File: src/rtl/ysyx_23060332_define.sv
// Shared LSU definitions: FSM state encodings, load func3 codes and the size/alignment helper.
package ysyx_23060332_define;

    typedef enum logic [1:0] {
        ST_IDLE = 2'd0,
        ST_REQ  = 2'd1,
        ST_WAIT = 2'd2,
        ST_RESP = 2'd3
    } lsu_state_e;

    localparam logic [2:0] F3_LB  = 3'b000;
    localparam logic [2:0] F3_LH  = 3'b001;
    localparam logic [2:0] F3_LW  = 3'b010;
    localparam logic [2:0] F3_LBU = 3'b100;
    localparam logic [2:0] F3_LHU = 3'b101;

    // func3[1:0] encodes access size for both loads and stores.
    function automatic logic is_misaligned(input logic [2:0] func3, input logic [1:0] off);
        logic res;
        res = 1'b0;
        if (func3[1:0] == 2'b01)
            res = off[0];
        else if (func3[1:0] == 2'b10)
            res = (off != 2'b00);
        return res;
    endfunction

endpackage

File: src/rtl/ysyx_23060332_lsu_align.sv
// Byte-lane steering: store data/strobe shift and load data shift with sign/zero extension.
module ysyx_23060332_lsu_align
    import ysyx_23060332_define::*;
(
    input  logic [1:0]  off_i,
    input  logic [31:0] wdata_i,
    input  logic [3:0]  wmask_i,
    input  logic [2:0]  func3_i,
    input  logic [31:0] rdata_i,
    output logic [31:0] wdata_o,
    output logic [3:0]  wstrb_o,
    output logic [31:0] rdata_o
);

    logic [31:0] shifted;

    // Lanes pushed past byte 3 fall off the 4-bit strobe and 32-bit data.
    assign wstrb_o = wmask_i << off_i;
    assign wdata_o = wdata_i << {off_i, 3'b000};
    assign shifted = rdata_i >> {off_i, 3'b000};

    always_comb begin
        rdata_o = shifted;
        case (func3_i)
            F3_LB:   rdata_o = {{24{shifted[7]}}, shifted[7:0]};
            F3_LH:   rdata_o = {{16{shifted[15]}}, shifted[15:0]};
            F3_LBU:  rdata_o = {24'd0, shifted[7:0]};
            F3_LHU:  rdata_o = {16'd0, shifted[15:0]};
            default: rdata_o = shifted;
        endcase
    end

endmodule

File: src/rtl/ysyx_23060332_lsu.sv
// Single-outstanding load/store unit: IDLE -> REQ -> WAIT -> RESP with ack timeout.
// Define YSYX_23060332_LSU_ALIGN_CHECK_EN to reject misaligned halfword/word accesses.
module ysyx_23060332_lsu
    import ysyx_23060332_define::*;
#(
    parameter int TIMEOUT_CYCLES = 255
) (
    input  logic        clk,
    input  logic        rst,
    input  logic        req_valid,
    input  logic        req_wen,
    input  logic        req_ren,
    input  logic [31:0] req_addr,
    input  logic [31:0] req_wdata,
    input  logic [7:0]  req_wmask,
    input  logic [2:0]  req_func3,
    output logic        req_ready,
    output logic        resp_valid,
    output logic [31:0] resp_rdata,
    output logic        resp_err,
    output logic        busy,
    output logic        mem_valid,
    output logic        mem_we,
    output logic [31:0] mem_addr,
    output logic [31:0] mem_wdata,
    output logic [3:0]  mem_wstrb,
    input  logic        mem_ack,
    input  logic [31:0] mem_rdata
);

    localparam int CW = $clog2(TIMEOUT_CYCLES + 1);
    localparam logic [CW-1:0] CNT_LAST = CW'(TIMEOUT_CYCLES - 1);

    lsu_state_e  state_q, state_d;
    logic [31:0] addr_q, addr_d;
    logic [31:0] wdata_q, wdata_d;
    logic [3:0]  wmask_q, wmask_d;
    logic [2:0]  func3_q, func3_d;
    logic        we_q, we_d;
    logic        err_q, err_d;
    logic [31:0] rdata_q, rdata_d;
    logic [CW-1:0] cnt_q, cnt_d;

    logic        xfer;
    logic        misaligned;
    logic [31:0] wdata_sh;
    logic [3:0]  wstrb_sh;
    logic [31:0] rdata_ext;
    logic        unused_wmask_hi;

    assign unused_wmask_hi = ^req_wmask[7:4];
    assign xfer = req_valid && (state_q == ST_IDLE) && (req_wen || req_ren);

`ifdef YSYX_23060332_LSU_ALIGN_CHECK_EN
    assign misaligned = is_misaligned(req_func3, req_addr[1:0]);
`else
    assign misaligned = 1'b0;
`endif

    always_comb begin
        state_d = state_q;
        addr_d  = addr_q;
        wdata_d = wdata_q;
        wmask_d = wmask_q;
        func3_d = func3_q;
        we_d    = we_q;
        err_d   = err_q;
        rdata_d = rdata_q;
        cnt_d   = cnt_q;
        case (state_q)
            ST_IDLE: begin
                if (xfer) begin
                    addr_d  = req_addr;
                    wdata_d = req_wdata;
                    wmask_d = req_wmask[3:0];
                    func3_d = req_func3;
                    we_d    = req_wen;
                    err_d   = misaligned;
                    rdata_d = 32'd0;
                    cnt_d   = '0;
                    state_d = misaligned ? ST_RESP : ST_REQ;
                end
            end
            ST_REQ: begin
                cnt_d   = '0;
                state_d = ST_WAIT;
            end
            ST_WAIT: begin
                if (mem_ack) begin
                    rdata_d = mem_rdata;
                    state_d = ST_RESP;
                end else if (cnt_q == CNT_LAST) begin
                    err_d   = 1'b1;
                    rdata_d = 32'd0;
                    state_d = ST_RESP;
                end else begin
                    cnt_d = cnt_q + 1'b1;
                end
            end
            ST_RESP: state_d = ST_IDLE;
            default: state_d = ST_IDLE;
        endcase
    end

    always_ff @(posedge clk or posedge rst) begin
        if (rst) begin
            state_q <= ST_IDLE;
            addr_q  <= '0;
            wdata_q <= '0;
            wmask_q <= '0;
            func3_q <= '0;
            we_q    <= 1'b0;
            err_q   <= 1'b0;
            rdata_q <= '0;
            cnt_q   <= '0;
        end else begin
            state_q <= state_d;
            addr_q  <= addr_d;
            wdata_q <= wdata_d;
            wmask_q <= wmask_d;
            func3_q <= func3_d;
            we_q    <= we_d;
            err_q   <= err_d;
            rdata_q <= rdata_d;
            cnt_q   <= cnt_d;
        end
    end

    ysyx_23060332_lsu_align u_align (
        .off_i   (addr_q[1:0]),
        .wdata_i (wdata_q),
        .wmask_i (wmask_q),
        .func3_i (func3_q),
        .rdata_i (rdata_q),
        .wdata_o (wdata_sh),
        .wstrb_o (wstrb_sh),
        .rdata_o (rdata_ext)
    );

    // Memory-side outputs are only live in REQ so they read as zero otherwise.
    assign req_ready  = (state_q == ST_IDLE);
    assign busy       = (state_q != ST_IDLE);
    assign mem_valid  = (state_q == ST_REQ);
    assign mem_we     = (state_q == ST_REQ) && we_q;
    assign mem_addr   = (state_q == ST_REQ) ? {addr_q[31:2], 2'b00} : 32'd0;
    assign mem_wdata  = (state_q == ST_REQ) ? wdata_sh : 32'd0;
    assign mem_wstrb  = (state_q == ST_REQ) ? wstrb_sh : 4'd0;
    assign resp_valid = (state_q == ST_RESP);
    assign resp_err   = (state_q == ST_RESP) && err_q;
    assign resp_rdata = ((state_q == ST_RESP) && !we_q && !err_q) ? rdata_ext : 32'd0;

endmodule

File: config.mk
export PLATFORM = sky130hd
export DESIGN_NAME = ysyx_23060332_lsu
export DESIGN_NICKNAME = d
export VERILOG_FILES = /design/src/rtl/ysyx_23060332_define.sv /design/src/rtl/ysyx_23060332_lsu_align.sv /design/src/rtl/ysyx_23060332_lsu.sv
export SDC_FILE = /design/constraint.sdc
export NUM_CORES = 1
export LEC_CHECK = 0
export ABC_CLOCK_PERIOD_IN_PS = 5900
export CORE_ASPECT_RATIO = 0.5
export CORE_MARGIN = 3
export CORE_UTILIZATION = 47
export DETAILED_ROUTE_END_ITERATION = 7
export PLACE_DENSITY = 0.81
export SLEW_MARGIN = 20
export SYNTH_ARGS = -nofsm -noshare
export SYNTH_HDL_FRONTEND = slang
export SYNTH_HIERARCHICAL = 1
export SYNTH_SLANG_ARGS = --single-unit
File: constraint.sdc
create_clock -name clk -period 5.9 [get_ports clk]
set_clock_uncertainty 0.2 [all_clocks]
set_input_delay 1.475 -clock clk [delete_from_list [all_inputs] [get_ports clk]]
set_output_delay 1.475 -clock clk [all_outputs]
set_load 0.01 [all_outputs]
---- Word-level counts from Yosys, hierarchy flattened ----
Cells that the tools add are included.
cells by class
  add/sub/neg operators ................... 1
  equal/unequal tests ..................... 12
  shift-type cells ........................ 3
  muxes and demuxes ....................... 21
  reduce and logical (&&, ||, !) cells .... 19
operators with widths
  cell                 number
  $mux 32              6
  $pmux 32 s4          1
  $pmux 32 s2          1
  $shl 32x5->32        1
  $shr 32x5->32        1
  $mux 8               3
  $pmux 8 s3           1
  $add 8x1->8 const B  1
  $eq 8x8->1 const B   1
  $pmux 2 s4           1
  $reduce_and 4->1     2
  $eq 3x3->1 const B   2
  $logic_and 1x1->1    6
  $mux 2               3
  $ne 2x2->1 const B   3
  $eq 2x2->1 const B   2
  $mux 4               1
  $reduce_and 2->1     2
  $reduce_bool 2->1    2
  $shl 4x2->4          1
  $eq 3x1->1 const B   1
  $logic_not 3->1      1
  $mux 1               3
  $ne 3x3->1 const B   1
  8 further kinds      9
word-level totals
  register bits after elaboration ......... 115
  bits of input ports ..................... 113
  output and inout bits ................... 106
  word-level logic and storage cells ...... 65

---- Depth between registers and ports, before layout ----
  depth after elaboration ................. 5
  mapped depth ............................ 7
  mapped depth without buffers ............ 6

---- By module ----
The synthesis kept the hierarchy.
by module, submodules not included
  module                   instances  cells an instance  area each (um^2)  sequential area each (um^2)
  ysyx_23060332_lsu        1          486                5596.6            2877.8
  ysyx_23060332_lsu_align  1          198                1260.0            0.0

---- Worst setup path after synthesis ----
OpenSTA, ideal clock, no wires.
  kind .................................... reg-to-output
  start ................................... register addr_q[0]
  end ..................................... output resp_rdata[18]
  arrival time ............................ 1.436 ns
  required time ........................... 4.225 ns
  path slack .............................. 2.789 ns
  cell stages (with the launch flop) ...... 8
  path buffers ............................ 2
  cells stage by stage .................... dfrtp_1 buf_6 nand2b_4 a311oi_2 o211ai_2 buf_6 o21ai_2 and2_1
on the way
  word-level cells in the longest chain between the ends .. 3
RTL lines
  item                     RTL line                       source
  start, declared          ysyx_23060332_lsu.sv:35        logic [31:0] addr_q, addr_d;
  start signal, assigned   ysyx_23060332_lsu.sv:118       addr_q <= addr_d;
  $shr 32x5->32            ysyx_23060332_lsu_align.sv:20  assign shifted = rdata_i >> {off_i, 3'b000};
  $pmux 32 s4              ysyx_23060332_lsu_align.sv:24  case (func3_i)
  named net rdata_ext[18]  ysyx_23060332_lsu.sv:48        logic [31:0] rdata_ext;
  $mux 32                  ysyx_23060332_lsu.sv:150       assign resp_rdata = ((state_q == ST_RESP) && !we_q && !err_q) ? rdata_ext : 32'd0;
  end, declared            ysyx_23060332_lsu.sv:19        output logic [31:0] resp_rdata,
The timed path passes the listed nets, and every way through them passes these cells.

---- Worst setup path after layout ----
  start ................................... register addr_q[0]
  end ..................................... output resp_rdata[23]
Same word-level chain as after synthesis.

==> run_results.csv <==
group,metric,value,unit
sta,fmax,198,MHz
synthesis,synth_cell_type_count,52,
run_status,status,"finished, final reports clean",
synthesis,synth_area_per_cell,10.0,sq um
critical_path,reg2reg_depth,7,
power,p_sw,1.78,mW
clock_network,cts_setup_buffers,0,
critical_path,cp.required,4.22,ns
critical_path,critPathCaptureType,"output port",
routing,drc,0,
synthesis,synthTopCellsByArea,"dfrtp_1 (42%), mux2_2 (12%), and2_1 (9.9%), mux2i_1 (5.5%), o21ai_2 (2.9%)",
sta,period_needed,5.04,ns
synthesis,synth_seq_area_share,42.0,%
worst_hold_path,holdPathStages,1,
routing,drt-total-wl,18.5,mm
grt,grt_pass1_wl,29.8,mm
clock_network,cts_buffer_depth,2,
placed_design,dpl.hpwl,12.9,mm
routing,final_antenna_net_count,0,
synthesis,async_flop_share,100,%
critical_path,worst-path-max-fanout,72,
routing,drtIter0Drc,403,
critical_path,reg2reg_from,"state_q[0]",
routing,via_count,5709,
sta,drv_slew,0,
critical_path,crit_arrival,3.37,ns
synthesis,synth_common_cells,"dfrtp_1 (115), and2_1 (109), mux2_2 (74)",
die,die_area,16200,sq um
worst_hold_path,hold_end,"addr_q[29]",
sta,setup_viol,0,
clock_network,clkTransAtPathRegs,0.05,ns
flow_run,cap_violations,0,
synthesis,synth_edf_count,0,
sta,hold_ws,0.292,ns
die,die_h,91.4,um
grt,grt_max_degree,74,
power,swShare,37.9,%
clock_network,hold_buffers,0,
die,row_count,30,
sta,min_period_over_period,85.5,%
sta,tns,0,ns
sta,grt_setup_unrepaired,"no",
critical_path,rr_endpoint,"cnt_q[7]",
power,ir_worst_vdd,0.287,mV
clock_network,tritoncts,"done",
clock_network,cts_buffers,17,
sta,maxSlewHeadroom,33.6,%
synthesis,synth-seq-cells,115,
synthesis,yosysTopAreaCell,"dfrtp_1",
finish,drive_above_1_share,17.3,%
synthesis,synthCells,684,
grt,antenna_found_initial,0,
synthesis,netlist_area,6860,sq um
routing,viasPerCell,5.32,
sta,final_hold_viol_count,0,
placed_design,pre_cts_ws,1.32,ns
synthesis,ys.flop_type,"dfrtp_1",
die,num_io_pins,219,
critical_path,cp-start-kind,"flip-flop",
clock_network,clk_latency,0.41,ns
clock_network,h-tree-depth,4,
finish,fin_nets,989,
synthesis,synth.most_common_cell,"dfrtp_1",
sta,fin_ws,0.856,ns
critical_path,ff2ff_setup_slack,3.18,ns
finish,syn2layout_area_growth,39.8,%
routing,wl_per_cell,17.2,um
power,pwr-share-comb,47.3,%
sta,worstMarginPinSlew,0.996,ns
clock_network,cts_root_buffer,"clkbuf_16",
die,core,13900,sq um
critical_path,crit_type,"reg -> out",
placed_design,gp_congestion,0.871,
grt,gr-total-overflow,0,
finish,diodes,0,
finish,final_core_util,69.0,%
clock_network,clock-sinks,115,
die,die_x,177,um
power,p_int,2.92,mW
clock_network,post_cts_resized,0,
power,p_per_area,491,nW/um^2
power,power.leakage,4.04,nW
grt,grt_pass1_vias,5713,
grt,grt_usage,23.0,%
die,start_util,49.4,%
routing,dr.pass1.iters,4,
synthesis,yosysTopAreaCellShare,42.0,%
worst_hold_path,hold_class,"reg -> reg",
worst_hold_path,min_from,"addr_q[29]",
power,clockPowerShare,21.4,%
power,seqPwrFrac,31.3,%
synthesis,ys_warn_count,6,
placed_design,port_buffers,212,
[worst max path at each step]
stage / startpoint / endpoint / cells past startpoint
finish: addr_q[0] / resp_rdata[23] / 6
CTS: addr_q[0] / resp_rdata[23] / 6
global placement: addr_q[0] / resp_rdata[23] / 6
floorplan: rst / addr_q[0] / 1
global route: addr_q[0] / resp_rdata[16] / 6
detailed placement: addr_q[0] / resp_rdata[23] / 6
[logic make-up (layout without fill, tap and decap cells)]
| family | Yosys count | count (layout) | share of synthesized area (%) |
|---|---|---|---|
| adders and majority gates | 7 | 7 | 1.28 |
| other | 1 | 2 | 0.0547 |
| muxes | 112 | 112 | 17.7 |
| AOI/OAI and AO/OA | 115 | 115 | 12.2 |
| buffers and inverters | 94 | 290 | 6.59 |
| and+or+nand+nor | 240 | 240 | 20.3 |
| DFF | 115 | 115 | 42.0 |
[state kept, by name, summed over array words and instances (netlist names)]
register / flops
addr_q: 32
state_q: 2
func3_q: 3
rdata_q: 32
cnt_q: 8
we_q: 1
err_q: 1
wmask_q: 4
wdata_q: 32
[power by group through the flow]
stage	logic, mW	registers (mW)	clock network (mW)
global placement	2.17	1.45	0
detailed placement	2.22	1.48	0
global route	2.43	1.52	1.06
floorplan	1.65	1.28	0
CTS	2.23	1.47	1.02
finish	2.22	1.47	1.01
[cells in the final DEF (no fill, tap or decap), types with 30 or more instances in the layout]
cell type        Yosys  layout
nand4_1             32      32
o21ai_0             30      30
nand2_1             32      30
inv_1               40      39
and2_1             109     109
dfrtp_1            115     113
mux2i_1             38      38
clkdlybuf4s50_1      0     212
nor2_1              30      30
mux2_2              74      74
[layer usage]
layer | vias up | routed length, um | track usage [%]
met2 | 170 | 9320 | 39.5
met1 | 2794 | 7960 | 29.3
li1 | 2730 | - | -
met5 | - | 0 | 0
met4 | 0 | 191 | 6.07
met3 | 15 | 1010 | 5.51
[worst max-delay path: stages, from the launching register on]
cell	delay (ns)
dfrtp_4	1.06
mux2i_1	0.33
mux2i_1	0.13
o211ai_2	0.54
o21ai_0	0.18
and2_1	0.18
clkdlybuf4s50_1	0.50
[metrics by stage]
stage / instance area [sq um] / instances / power, mW
final: 9590 / 1073 / 4.70
after global routing: 9590 / 1073 / 5.01
after CTS: 9580 / 1073 / 4.72
after detailed placement: 9000 / 1042 / 3.69
after global placement: 9000 / 1042 / 3.62
after floorplan: 6860 / 685 / 2.93
[layout make-up]
| type | instances | area [sq um] |
|---|---|---|
| fill | 1047 | 4300 |
| clock buffer | 21 | 470 |
| sequential | 115 | 2880 |
| inverter | 41 | 156 |
| tap | 192 | 240 |
| multi-input combinational | 476 | 3550 |
| timing repair buffer | 218 | 2180 |
| clock inverter | 10 | 108 |
Power figures use the tool's default switching activity.
